### src/rtl/mac_accumulator_pkg.sv
// Shared constants, FSM state type and saturation helper for the MAC accumulate stage.
// The helper is only used when SATURATE_EN is defined.
package mac_accumulator_pkg;

  localparam int IN_W_DEF  = 64;
  localparam int ACC_W_DEF = 80;
  localparam int CNT_W_DEF = 16;

  typedef enum logic {
    ACC = 1'b0,
    OUT = 1'b1
  } state_e;

  typedef enum logic [1:0] {
    SAT_NONE = 2'd0,
    SAT_POS  = 2'd1,
    SAT_NEG  = 2'd2
  } sat_e;

  // top2 = {true sign, result sign} of the one-bit-wider sum
  function automatic sat_e sat_dir(input logic [1:0] top2);
    case (top2)
      2'b01:   return SAT_POS;
      2'b10:   return SAT_NEG;
      default: return SAT_NONE;
    endcase
  endfunction

endpackage

### src/rtl/mac_add_sat.sv
// Combinational sign-extend / add / overflow detect, with clamping when SATURATE_EN
// is defined and modulo-2^ACC_W wrap otherwise.
module mac_add_sat
  import mac_accumulator_pkg::*;
#(
  parameter int IN_W  = IN_W_DEF,
  parameter int ACC_W = ACC_W_DEF
) (
  input  logic [ACC_W-1:0] acc,
  input  logic [IN_W-1:0]  prod,
  output logic [ACC_W-1:0] sum,
  output logic             ovf
);

  logic [ACC_W:0] wide;
  logic           raw_ovf;

  assign wide    = {acc[ACC_W-1], acc} + {{(ACC_W + 1 - IN_W){prod[IN_W-1]}}, prod};
  assign raw_ovf = wide[ACC_W] ^ wide[ACC_W-1];

`ifdef SATURATE_EN
  localparam logic [ACC_W-1:0] ACC_MAX = {1'b0, {(ACC_W - 1){1'b1}}};
  localparam logic [ACC_W-1:0] ACC_MIN = {1'b1, {(ACC_W - 1){1'b0}}};

  always_comb begin
    unique case (sat_dir(wide[ACC_W -: 2]))
      SAT_POS: sum = ACC_MAX;
      SAT_NEG: sum = ACC_MIN;
      default: sum = wide[ACC_W-1:0];
    endcase
  end
  assign ovf = raw_ovf;
`else
  assign sum = wide[ACC_W-1:0];
  assign ovf = 1'b0;
`endif

  // Without overflow the truncated result must equal the exact wide sum.
  always_comb begin
    if (!raw_ovf) assert ($signed(sum) == $signed(wide));
  end

endmodule

### src/rtl/mac_accumulator.sv
// Signed product accumulator: sums beats until in_last, then holds the result on a
// registered output handshake. Overflow clamping/flag enabled by SATURATE_EN.
module mac_accumulator
  import mac_accumulator_pkg::*;
#(
  parameter int IN_W  = IN_W_DEF,
  parameter int ACC_W = ACC_W_DEF,
  parameter int CNT_W = CNT_W_DEF
) (
  input  logic             clk,
  input  logic             rst,
  input  logic             in_valid,
  output logic             in_ready,
  input  logic [IN_W-1:0]  in_prod,
  input  logic             in_last,
  output logic             out_valid,
  input  logic             out_ready,
  output logic [ACC_W-1:0] out_sum,
  output logic [CNT_W-1:0] out_count,
  output logic             out_ovf
);

  state_e           state_q, state_d;
  logic [ACC_W-1:0] acc_q;
  logic [CNT_W-1:0] cnt_q;
  logic             ovf_q;
  logic [ACC_W-1:0] add_sum;
  logic             add_ovf;
  logic             in_xfer;
  logic             out_xfer;

  mac_add_sat #(
    .IN_W (IN_W),
    .ACC_W(ACC_W)
  ) u_add (
    .acc (acc_q),
    .prod(in_prod),
    .sum (add_sum),
    .ovf (add_ovf)
  );

  assign in_ready  = (state_q == ACC);
  assign out_valid = (state_q == OUT);
  assign in_xfer   = in_valid && in_ready;
  assign out_xfer  = out_valid && out_ready;

  // NOTE: assign every always_comb output a default first so no path infers a latch.
  always_comb begin
    state_d = state_q;
    unique case (state_q)
      ACC:     if (in_xfer && in_last) state_d = OUT;
      OUT:     if (out_xfer) state_d = ACC;
      default: state_d = ACC;
    endcase
  end

  // NOTE: state uses non-blocking assignments; reset here is synchronous and beats a
  // same-cycle transfer because it is tested first.
  always_ff @(posedge clk) begin
    if (rst) begin
      state_q <= ACC;
      acc_q   <= '0;
      cnt_q   <= '0;
      ovf_q   <= 1'b0;
    end else begin
      state_q <= state_d;
      if (in_xfer) begin
        acc_q <= add_sum;
        cnt_q <= (&cnt_q) ? cnt_q : cnt_q + CNT_W'(1);
        ovf_q <= ovf_q | add_ovf;
      end else if (out_xfer) begin
        acc_q <= '0;
        cnt_q <= '0;
        ovf_q <= 1'b0;
      end
    end
  end

  // The running registers are frozen in OUT, so they double as the output registers.
  assign out_sum   = acc_q;
  assign out_count = cnt_q;
  assign out_ovf   = ovf_q;

  a_excl: assert property (@(posedge clk) disable iff (rst) !(in_ready && out_valid));
  a_hold: assert property (@(posedge clk) disable iff (rst)
                           (out_valid && !out_ready) |=> $stable(out_sum));

endmodule

### config.mk
export PLATFORM = sky130hd
export DESIGN_NAME = mac_accumulator
export DESIGN_NICKNAME = d
export VERILOG_FILES = /design/src/rtl/mac_accumulator_pkg.sv /design/src/rtl/mac_add_sat.sv /design/src/rtl/mac_accumulator.sv
export SDC_FILE = /design/constraint.sdc
export NUM_CORES = 1
export LEC_CHECK = 0
export ABC_CLOCK_PERIOD_IN_PS = 3700
export CAP_MARGIN = 20
export CELL_PAD_IN_SITES_DETAIL_PLACEMENT = 1
export CELL_PAD_IN_SITES_GLOBAL_PLACEMENT = 1
export CORE_ASPECT_RATIO = 0.9
export CORE_MARGIN = 1
export CORE_UTILIZATION = 38
export CTS_BUF_LIST = sky130_fd_sc_hd__clkbuf_16
export CTS_CLUSTER_DIAMETER = 60
export DETAILED_ROUTE_END_ITERATION = 10
export PLACE_DENSITY_LB_ADDON = 0.3
export SYNTH_ARGS = -nofsm -noshare
export SYNTH_HDL_FRONTEND = slang
export SYNTH_SLANG_ARGS = --single-unit
### constraint.sdc
create_clock -name clk -period 3.7 [get_ports clk]
set_input_delay 0.74 -clock clk [delete_from_list [all_inputs] [get_ports clk]]
set_output_delay 0.74 -clock clk [all_outputs]
set_load 0.01 [all_outputs]
# ---- Word level (Yosys, flattened, before mapping)
# Index checks and enable logic that the tools add are counted.
dict set report word_totals {
  in_bits 69
  out_inout_bits 99
  word_cells 21
  ff_bits 97
}
dict set report op_classes {
  reduce_logical 6
  bitwise 1
  eq_ne 1
  n_mux 8
  addsub 2
}
# cell count
set op_table {}
lappend op_table {{2-to-1 mux 80 bit} 2}
lappend op_table {{adder 80 x 64 -> 80 bit} 1}
lappend op_table {{2-to-1 mux 16 bit} 3}
lappend op_table {{adder 16 x 1 -> 16 bit, second input constant} 1}
lappend op_table {{AND reduction 16 bit} 1}
lappend op_table {{logical AND 1 bit} 3}
lappend op_table {{2-to-1 mux 1 bit} 2}
lappend op_table {{!= test 2 bit, second input constant} 1}
lappend op_table {{case mux 1 bit (2 select lines)} 1}
lappend op_table {{AND reduction 2 bit} 1}
lappend op_table {{nonzero test 2 bit} 1}
lappend op_table {{inverter 1 bit} 1}

# ---- Depth between registers and ports, before layout
# Gate-level depths: netlist of run 1.
dict set report logic_depth {
  depth_word 5
  mapped_depth 13
  mapped_depth_nobuf 13
}

# ---- By module
# A second synthesis of run 1 with hierarchy kept.
dict set report hier_totals {
  hier_cells 1079
  hier_area_um2 8319.2
}
# mod area_per_inst_um2 seq_area_each_um2 cells_per_inst n_inst
set modules_own_cells {}
lappend modules_own_cells {mac_add_sat 4693.3 0.0 686 1}
lappend modules_own_cells {mac_accumulator 3626.0 1961.9 393 1}

# ---- Least setup slack after synthesis of run 1
# Ideal clock, no wire load.
dict set report synth_path {
  kind {input to register}
  from {input in_prod[3]}
  to {register acc_q[77], in the netlist out_sum[77]}
  slack_ps 394
  setup_ps 122
  required_ps 3578
  arrival_time_ps 3184
  path_buffers 1
  cell_stages 13
  cell_sequence {ha_1 > buf_6 > a21oi_1 > o22ai_2 > o21ai_2 > o311a_4 > o21ba_4 > nor4_4 > nor3b_2 > o32ai_2 > a31oi_1 > mux2i_1 > a221o_1}
}
dict set report synth_via {
  elab_chain_cells 2
}
# item line_no
set synth_lines {}
lappend synth_lines {{start: declaration} mac_accumulator.sv:14} ;# input logic [IN_W-1:0] in_prod,
lappend synth_lines {{adder 80 x 64 -> 80 bit} mac_add_sat.sv:18} ;# assign wide = {acc[ACC_W-1], acc} + {{(ACC_W + 1 - IN_W){prod[IN_W-1]}}, prod};
lappend synth_lines {{2-to-1 mux 80 bit} mac_accumulator.sv:67} ;# if (in_xfer) begin
lappend synth_lines {{end signal: assignment} mac_accumulator.sv:68} ;# acc_q <= add_sum;
lappend synth_lines {{end: declaration} mac_accumulator.sv:24} ;# logic [ACC_W-1:0] acc_q;
# No other way between the ends.
# A chain may end at the register's enable or synchronous reset.

# ---- Worst setup path in the final report of run 1
dict set report layout_path {
  from {input in_prod[0]}
  to {register acc_q[72], in the netlist out_sum[72]}
}
# The elaborated chain is that of the path after synthesis.

==> impl_results.md, run 1 <==
* Status: complete, no violations
* Routed WL per cell at 19.65 microns
* Worst hold path type: flip-flop to flip-flop
* CTS Buf Count at 9
* Clock Latency Late Sink at roughly 360 ps
* Hold slack final at 465.8 ps
* Kind of end point of the critical path: flip-flop
* CP arrival at 3880 ps
* Die H at 140.6 microns
* Dominant cell by count in the synthesized netlist: nand2_1
* Antenna cells at 0
* Post-Syn Instances at 1056
* Initial Util at between 30% and 40%
* Vias per cell at 5.658
* Final setup viols at 0
* Full die area at 21930 sq um
* Residual DRC count at 0
* Total chip power at 0.005241 W
* Die Wd at 156.0 microns
* DRT Pass-1 Iters at 5
* Max Clk Rate at around 0.28 GHz
* Adder-Cell Fraction of Synth Area at 12.59%
* VDD IR max at 239.6 uV
* Clk_skew at 11.04 ps
* Slew HR at between 40 and 50%
* Largest family of logic cells by synthesized area: compound AO/OA/AOI/OAI gates
* Global-route wire length before repair at 52200 microns
* CP startpoint kind: input port
* Power Density at 435.7 nW/um^2
* Synthesized Nets at 1206
* Final Hold Viols at 0
* Drt total wl at 33090 microns
* Multi-input gate area at 6038 sq um
* Placeable core area at about 21000 sq um
* Final ANT Viol Nets at 0
* Setup ws final at 66.50 ps
* Final Critical Period at 3633 ps
* GPL Wtd Cong at around 0.94
* Slew @ Worst Pin at ~780 ps
* I/O Pins at around 170
* Max-Cap Viols at 0
* Row count at 50
* CTS tree: yes
* Synth cell count leaders: nand2_1, a21oi_1, dfxtp_1, nor2_1, o21ai_0
* Kind of critical path: input port to flip-flop
* Sequential area share after synthesis at a little under a quarter
* Mapped Avg Cell Area at 7.680 sq um
* Most frequent CP cell: buf_4
* Area contributors post-synth: dfxtp_1, ha_1, a21oi_1
* Cell Chain, Critical Path: clkdlybuf4s50_1 > ha_2 > fa_2 > a21o_1 > a31oi_4 > buf_4 > nor4bb_4 > a211oi_4 > buf_4 > nor4_4 > o211a_1 > o221ai_4 > o21a_1 > xnor2_1 > a22o_1
* Slowest-stage cell, CP: clkdlybuf4s50_1
* Synth Area in XOR/XNOR at 9.611%
* RSZ-0062 raised after global routing: true
* Setup WS pre-CTS at -497.7 ps
* Final period utilization at a little over nine tenths
* Largest net degree at the start of global routing at 38
* Layout cells sized above 1 at 20.31%
* Overall global routing resource usage at 29.87%
* Synth top area share at 23.94%
* Clock Tree Buf Depth at 2
* Max Transition Viols Final at 0
* I/O Buffers at 166
* Yosys synthesis warning count at 0
* Filler Cells Inserted at 2566
* Cell accounting for the most synthesized area: dfxtp_1
* Num Clock Sinks at 97
* CP max stage delay at 430 ps
* P&R area growth vs syn at 48.32%
* Register area at 1942 sq um
* Via Count at about 9500
* GRT Residual Overflow at 0
* EDFF count, synth at 0
* H-tree depth at 3
* Async set-reset flop share out of synthesis at 0%
* Synthesized flop and latch total at 97
* Clock Root Buffer: clkbuf_16
* Synthesized area at a little over 8000 sq um
* CP Max Fanout at 4
* Synth Area in Compound Gates at about 29%
* LEAKAGE at 5.240 nW
* HPWL after DPL at 25570 microns
* Initial antenna violation count at 0
* DRT iter0 DRCs at 478
* Vias in the first global route at 10200
* NumNets Final at 1543
* Clock-pin slew on the worst setup and hold paths at 70 ps
* Proportion of synthesized area in mux cells at 0.4937%
* Synth Area in Simple Gates at 20.52%
* Worst path required time at 3950 ps
* Main synth FF type: dfxtp_1
* Synth unique cells at 76
-- registers in the layout, summed over array words and instances, names as in the netlist --
register,cells
out_count,16
out_sum,80
out_valid,1
-- logic make-up (layout without fill, tap and decap cells) --
logic type	Yosys count	after routing
adders and majority gates	81	81
buffers and inverters	74	416
and+or+nand+nor	348	348
other	1	1
muxes	4	4
xor gates and xnor gates	89	89
AOI/OAI and AO/OA	362	362
DFF	97	97
-- routing by layer --
metal / share of wire, % / GRT usage [%]
met1: 44 / 37.26
met2: 48 / 51.62
met3: 6.0 / 5.287
met4: 2.1 / 10.01
met5: 0 / 0
-- cell usage in the layout (no fill, tap or decap), drive strengths merged, types with 4 or more instances in the layout --
master and n:
dfxtp 97, o31ai 7, or2 4, or3 9
mux2i 4, a22oi 32, nand2b 9, clkbuf 9
xnor2 48, nand4 34, nor2 97, ha 80
o21a 11, nor4 9, a22o 4, o21ai 90
o21bai 17, a211oi 4, nand2 116, a31oi 11
a21oi 104, nand3 27, inv 18, o22ai 5
buf 218, nor3 21, nor2b 8, xor2 41
a21o 39, o211ai 9, and3 4, clkdlybuf4s50 165
-- critical path: cells and delay by family --
| kind | cells | cell delay [ps] |
|---|---|---|
| adder cells (fa/ha/maj) | 2 | 580 |
| buffers and inverters | 3 | 800 |
| XOR/XNOR | 1 | 70 |
| AO/OA/AOI/OAI | 7 | 1590 |
| AND/OR/NAND/NOR | 2 | 90 |
-- power breakdown --
part	switching [W]	internal [W]	total [W]	leakage [nW]
Sequential	0.000141	0.00118	0.00132	0.796
Combinational	0.00141	0.00137	0.00278	4.28
Clock	0.000476	0.000663	0.00114	0.166
-- area by class of cell --
| type | count | share of cell area (%) |
|---|---|---|
| Multi-Input combinational cell | 885 | 50.20 |
| Timing Repair Buffer | 383 | 27.31 |
| Sequential cell | 97 | 16.14 |
| Tap cell | 286 | 2.975 |
| Clock buffer | 9 | 1.872 |
| Clock inverter | 7 | 0.9673 |
| Inverter | 17 | 0.5305 |
-- repair_timing --
item | 4_1_cts | 5_1_grt
pin swaps | 1 | 8
hold buffers | 0 | 0
setup buffers | 1 | 2
setup endpoints to repair | 6 | 20
gates resized for setup | 5 | 28
endpoints found under the hold margin | 0 | 0
-- through the flow --
stage               setup TNS [ps]  utilization [%]  cell area [sq um]  instances
floorplan                        0                -               8110       1056
global placement             -4729            55.26              11510       1665
detailed placement           -9000            55.26              11510       1665
CTS                              0            56.99              11870       1682
global route                -144.9            57.74              12030       1684
finish                           0            57.74              12030       1684
-- path summary, 6_finish.rpt --
| path | to | slack, ps | cells after the start | startpoint |
|---|---|---|---|---|
| max | out_sum[72] | 70 | 15 | in_prod[0] |
| max reg2reg | out_sum[66] | 560 | 14 | out_sum[0] |
| min | out_sum[61] | 470 | 2 | out_sum[61] |
| min reg2reg | out_sum[61] | 470 | 2 | out_sum[61] |
Note: power is estimated with default switching activity, not from simulation.
==> run 2: changes to the inputs <==
--- a/config.mk
+++ b/config.mk
@@ -15,7 +15,8 @@
 export CTS_BUF_LIST = sky130_fd_sc_hd__clkbuf_16
 export CTS_CLUSTER_DIAMETER = 60
 export DETAILED_ROUTE_END_ITERATION = 10
-export PLACE_DENSITY_LB_ADDON = 0.3
+export PLACE_DENSITY_LB_ADDON = 0.1
+export SETUP_SLACK_MARGIN = 0.4
 export SYNTH_ARGS = -nofsm -noshare
 export SYNTH_HDL_FRONTEND = slang
 export SYNTH_SLANG_ARGS = --single-unit
==> impl_results.md, run 2 (synthesis gave the netlist of run 1 again) <==
* Post-CTS Hold Buffers at 0 (unchanged)
* Flop pwr share at 24.5% (-0.7 points)
* Clock Root Buffer: clkbuf_16
* Initial antenna violation count at 0 (unchanged)
* H-tree depth at 3 (unchanged)
* Global-route wire length before repair at 54080 microns (+3.6%)
* I/O Buffers at 166 (unchanged)
* Final period utilization at 89.71% (-8.5 points)
* Sw Share at 41.16% (+2.5 points)
* Num Clock Sinks at 97 (unchanged)
* Clock-pin slew on the worst setup and hold paths at 80 ps (about the same)
* Full die area at 21930 sq um (unchanged)
* Crit path max-delay family: compound AO/OA/AOI/OAI gates
* Filler Cells Inserted at 2482 (-3.3%)
* NumNets Final at 1585 (+2.7%)
* Status: complete, no violations
* DRT iter0 DRCs at 586 (+23%)
* Worst hold path type: flip-flop to flip-flop
* CP startpoint kind: input port
* Drt total wl at 37950 microns (+15%)
* Kind of end point of the critical path: flip-flop
* Worst path required time at 3960 ps (about the same)
* HPWL after DPL at 24250 microns (-5.2%)
* Die H at 140.6 microns (unchanged)
* Util after Layout at 63.16% (+5.4 points)
* Cell Chain, Critical Path: clkbuf_2 > ha_4 > a21oi_1 > o22ai_4 > o21ai_2 > o311a_4 > o21ba_4 > nor4_4 > nor3b_2 > buf_4 > o32ai_4 > a31oi_2 > mux2i_1 > a221o_1
* Slew HR at 45.26% (-2.6 points)
* Vias in the first global route at 10110 (-0.94%)
* Sw power at 0.002274 W (+12%)
* Slew @ Worst Pin at 813.6 ps (+38.38 ps)
* Fin Setup TNS at 0 ps (unchanged)
* Die Wd at 156.0 microns (unchanged)
* Clock Tree Buf Depth at 2 (unchanged)
* Routed WL per cell at 21.99 microns (+12%)
* Max reg flops at 80 (unchanged)
* Comb power frac at 58.2% (+5.1 points)
* Internal Dissipation at 0.003251 W (+1.1%)
* Antenna cells at 0 (unchanged)
* VDD IR max at 263.6 uV (+10%)
* Row count at 50 (unchanged)
* Final Hold Viols at 0 (unchanged)
* LEAKAGE at 5.621 nW (+7.3%)
* GPL Wtd Cong at 0.9044 (-3.3%)
* I/O Pins at 168 (unchanged)
* Clk_skew at 6.478 ps (-4.564 ps)
* Via Count at 10070 (+5.6%)
* Most frequent cells in the layout: buf_4, clkdlybuf4s50_1, nand2_1
* GRT Residual Overflow at 0 (unchanged)
* Residual DRC count at 0 (unchanged)
* Most common cell after layout, fill and taps aside: buf_4
* Power Density at 419.9 nW/um^2 (-3.6%)
* CP max stage delay at 380 ps (-50 ps)
* Placeable core area at 20830 sq um (unchanged)
* DRT Pass-1 Iters at 4 (-1)
* CP arrival at 3570 ps (-310 ps)
* Largest net degree at the start of global routing at 38 (unchanged)
* Kind of critical path: input port to flip-flop
* CTS tree: yes
* Initial Util at 38.93% (unchanged)
* CP Max Fanout at 4 (unchanged)
* Max Clk Rate at 0.3013 GHz (+9.5%)
* Max-Cap Viols at 0 (unchanged)
* Final ANT Viol Nets at 0 (unchanged)
* Overall global routing resource usage at 31.12% (+1.3 points)
* Final setup viols at 0 (unchanged)
* P&R area growth vs syn at 62.23%
* Clock Latency Late Sink at 370 ps (about the same)
* CTS Buf Count at 9 (unchanged)
* Vias per cell at 5.831 (+3.1%)
* Max Transition Viols Final at 0 (unchanged)
* Slowest-stage cell, CP: o311a_4
* Final Critical Period at 3319 ps (-314.1 ps)
* Layout cells sized above 1 at 31.74% (+11 points)
* Bufs and invs on worst path at 2 (-1)
* Clock share of power at 17.3% (-4.4 points)
* RSZ-0062 raised after global routing: true
-- run 2: cell count changes in the layout (fill, tap and decap cells not counted), moves of 10 or more --
cell             before  now
buf_4               217  249
a21oi_1              98   81
dlymetal6s2s_1        0   11
clkbuf_2              0   24
a21oi_2               5   21
ha_1                 76   27
ha_4                  3   51
clkdlybuf4s50_1     165  120
o21ai_0              78   66
buf_6                 0   10
-- run 2: cell type report --
type	count	area (sq um)	share of cell area, %
multi-input cells	885	6983	53.07
clock inverters	7	53.80	0.4089
repair buffers	425	3532	26.84
inverters	17	63.81	0.4850
well taps	286	357.8	2.720
flip-flops and latches	97	1942	14.76
clock buffers	9	225.2	1.712
-- run 2: worst paths after layout --
check / start / end / slack [ps] / cells past startpoint
min reg2reg: out_sum[59] / out_sum[59] / 490 / 2
min: out_sum[59] / out_sum[59] / 490 / 2
max: in_prod[3] / out_sum[77] / 380 / 14
max reg2reg: out_sum[3] / out_sum[67] / 400 / 13
-- run 2: per-layer routing --
| layer | routed length [microns] | vias up | global-route usage (%) |
|---|---|---|---|
| li1 | - | 4628 | - |
| met1 | 16400 | 4974 | 41.87 |
| met2 | 18080 | 387 | 52.00 |
| met3 | 2336 | 76 | 4.673 |
| met4 | 1138 | 0 | 7.534 |
| met5 | 0 | - | 0 |
-- run 2: worst min-delay path, delay by kind of cell, from the launching register on --
kind	cells	cell delay (ps)
flip-flops	1	330
AND/OR/NAND/NOR	1	50
AO/OA/AOI/OAI	1	60
-- run 2: through the flow --
step / power (W) / hold slack (ps) / std cells / area [sq um] / setup slack, ps
global route: 0.005802 / 521.3 / 1726 / 13160 / 307.1
floorplan: 0.002712 / 484.9 / 1056 / 8110 / 424.7
finish: 0.005525 / 489.3 / 1726 / 13160 / 380.6
CTS: 0.005149 / 486.1 / 1693 / 12510 / 399.7
global placement: 0.003877 / 455.5 / 1652 / 11410 / -381.2
detailed placement: 0.003937 / 473.8 / 1652 / 11410 / -439.6
-- run 2: what timing repair did --
action	4_1_cts	5_1_grt
setup buffers	25	33
endpoints found under the setup margin	39	31
resized for setup	132	151
pin swaps	64	81
-- run 2: power groups by stage --
stage                     logic [W]  clock network, W  registers (W)
after global routing        0.00342           0.00102        0.00136
after CTS                   0.00283          0.000984        0.00134
after detailed placement    0.00260                 0        0.00133
final                       0.00322          0.000957        0.00135
after global placement      0.00255                 0        0.00133
after floorplan             0.00135                 0        0.00136
==> run 3: changes to the inputs <==
--- a/config.mk
+++ b/config.mk
@@ -15,6 +15,7 @@
 export CTS_BUF_LIST = sky130_fd_sc_hd__clkbuf_16
 export CTS_CLUSTER_DIAMETER = 60
 export DETAILED_ROUTE_END_ITERATION = 10
+export GPL_ROUTABILITY_DRIVEN = 1
 export PLACE_DENSITY_LB_ADDON = 0.1
 export SETUP_SLACK_MARGIN = 0.4
 export SYNTH_ARGS = -nofsm -noshare
==> results of run 3 <==
Same layout as run 2: the final DEF is identical, and so are final timing and power.
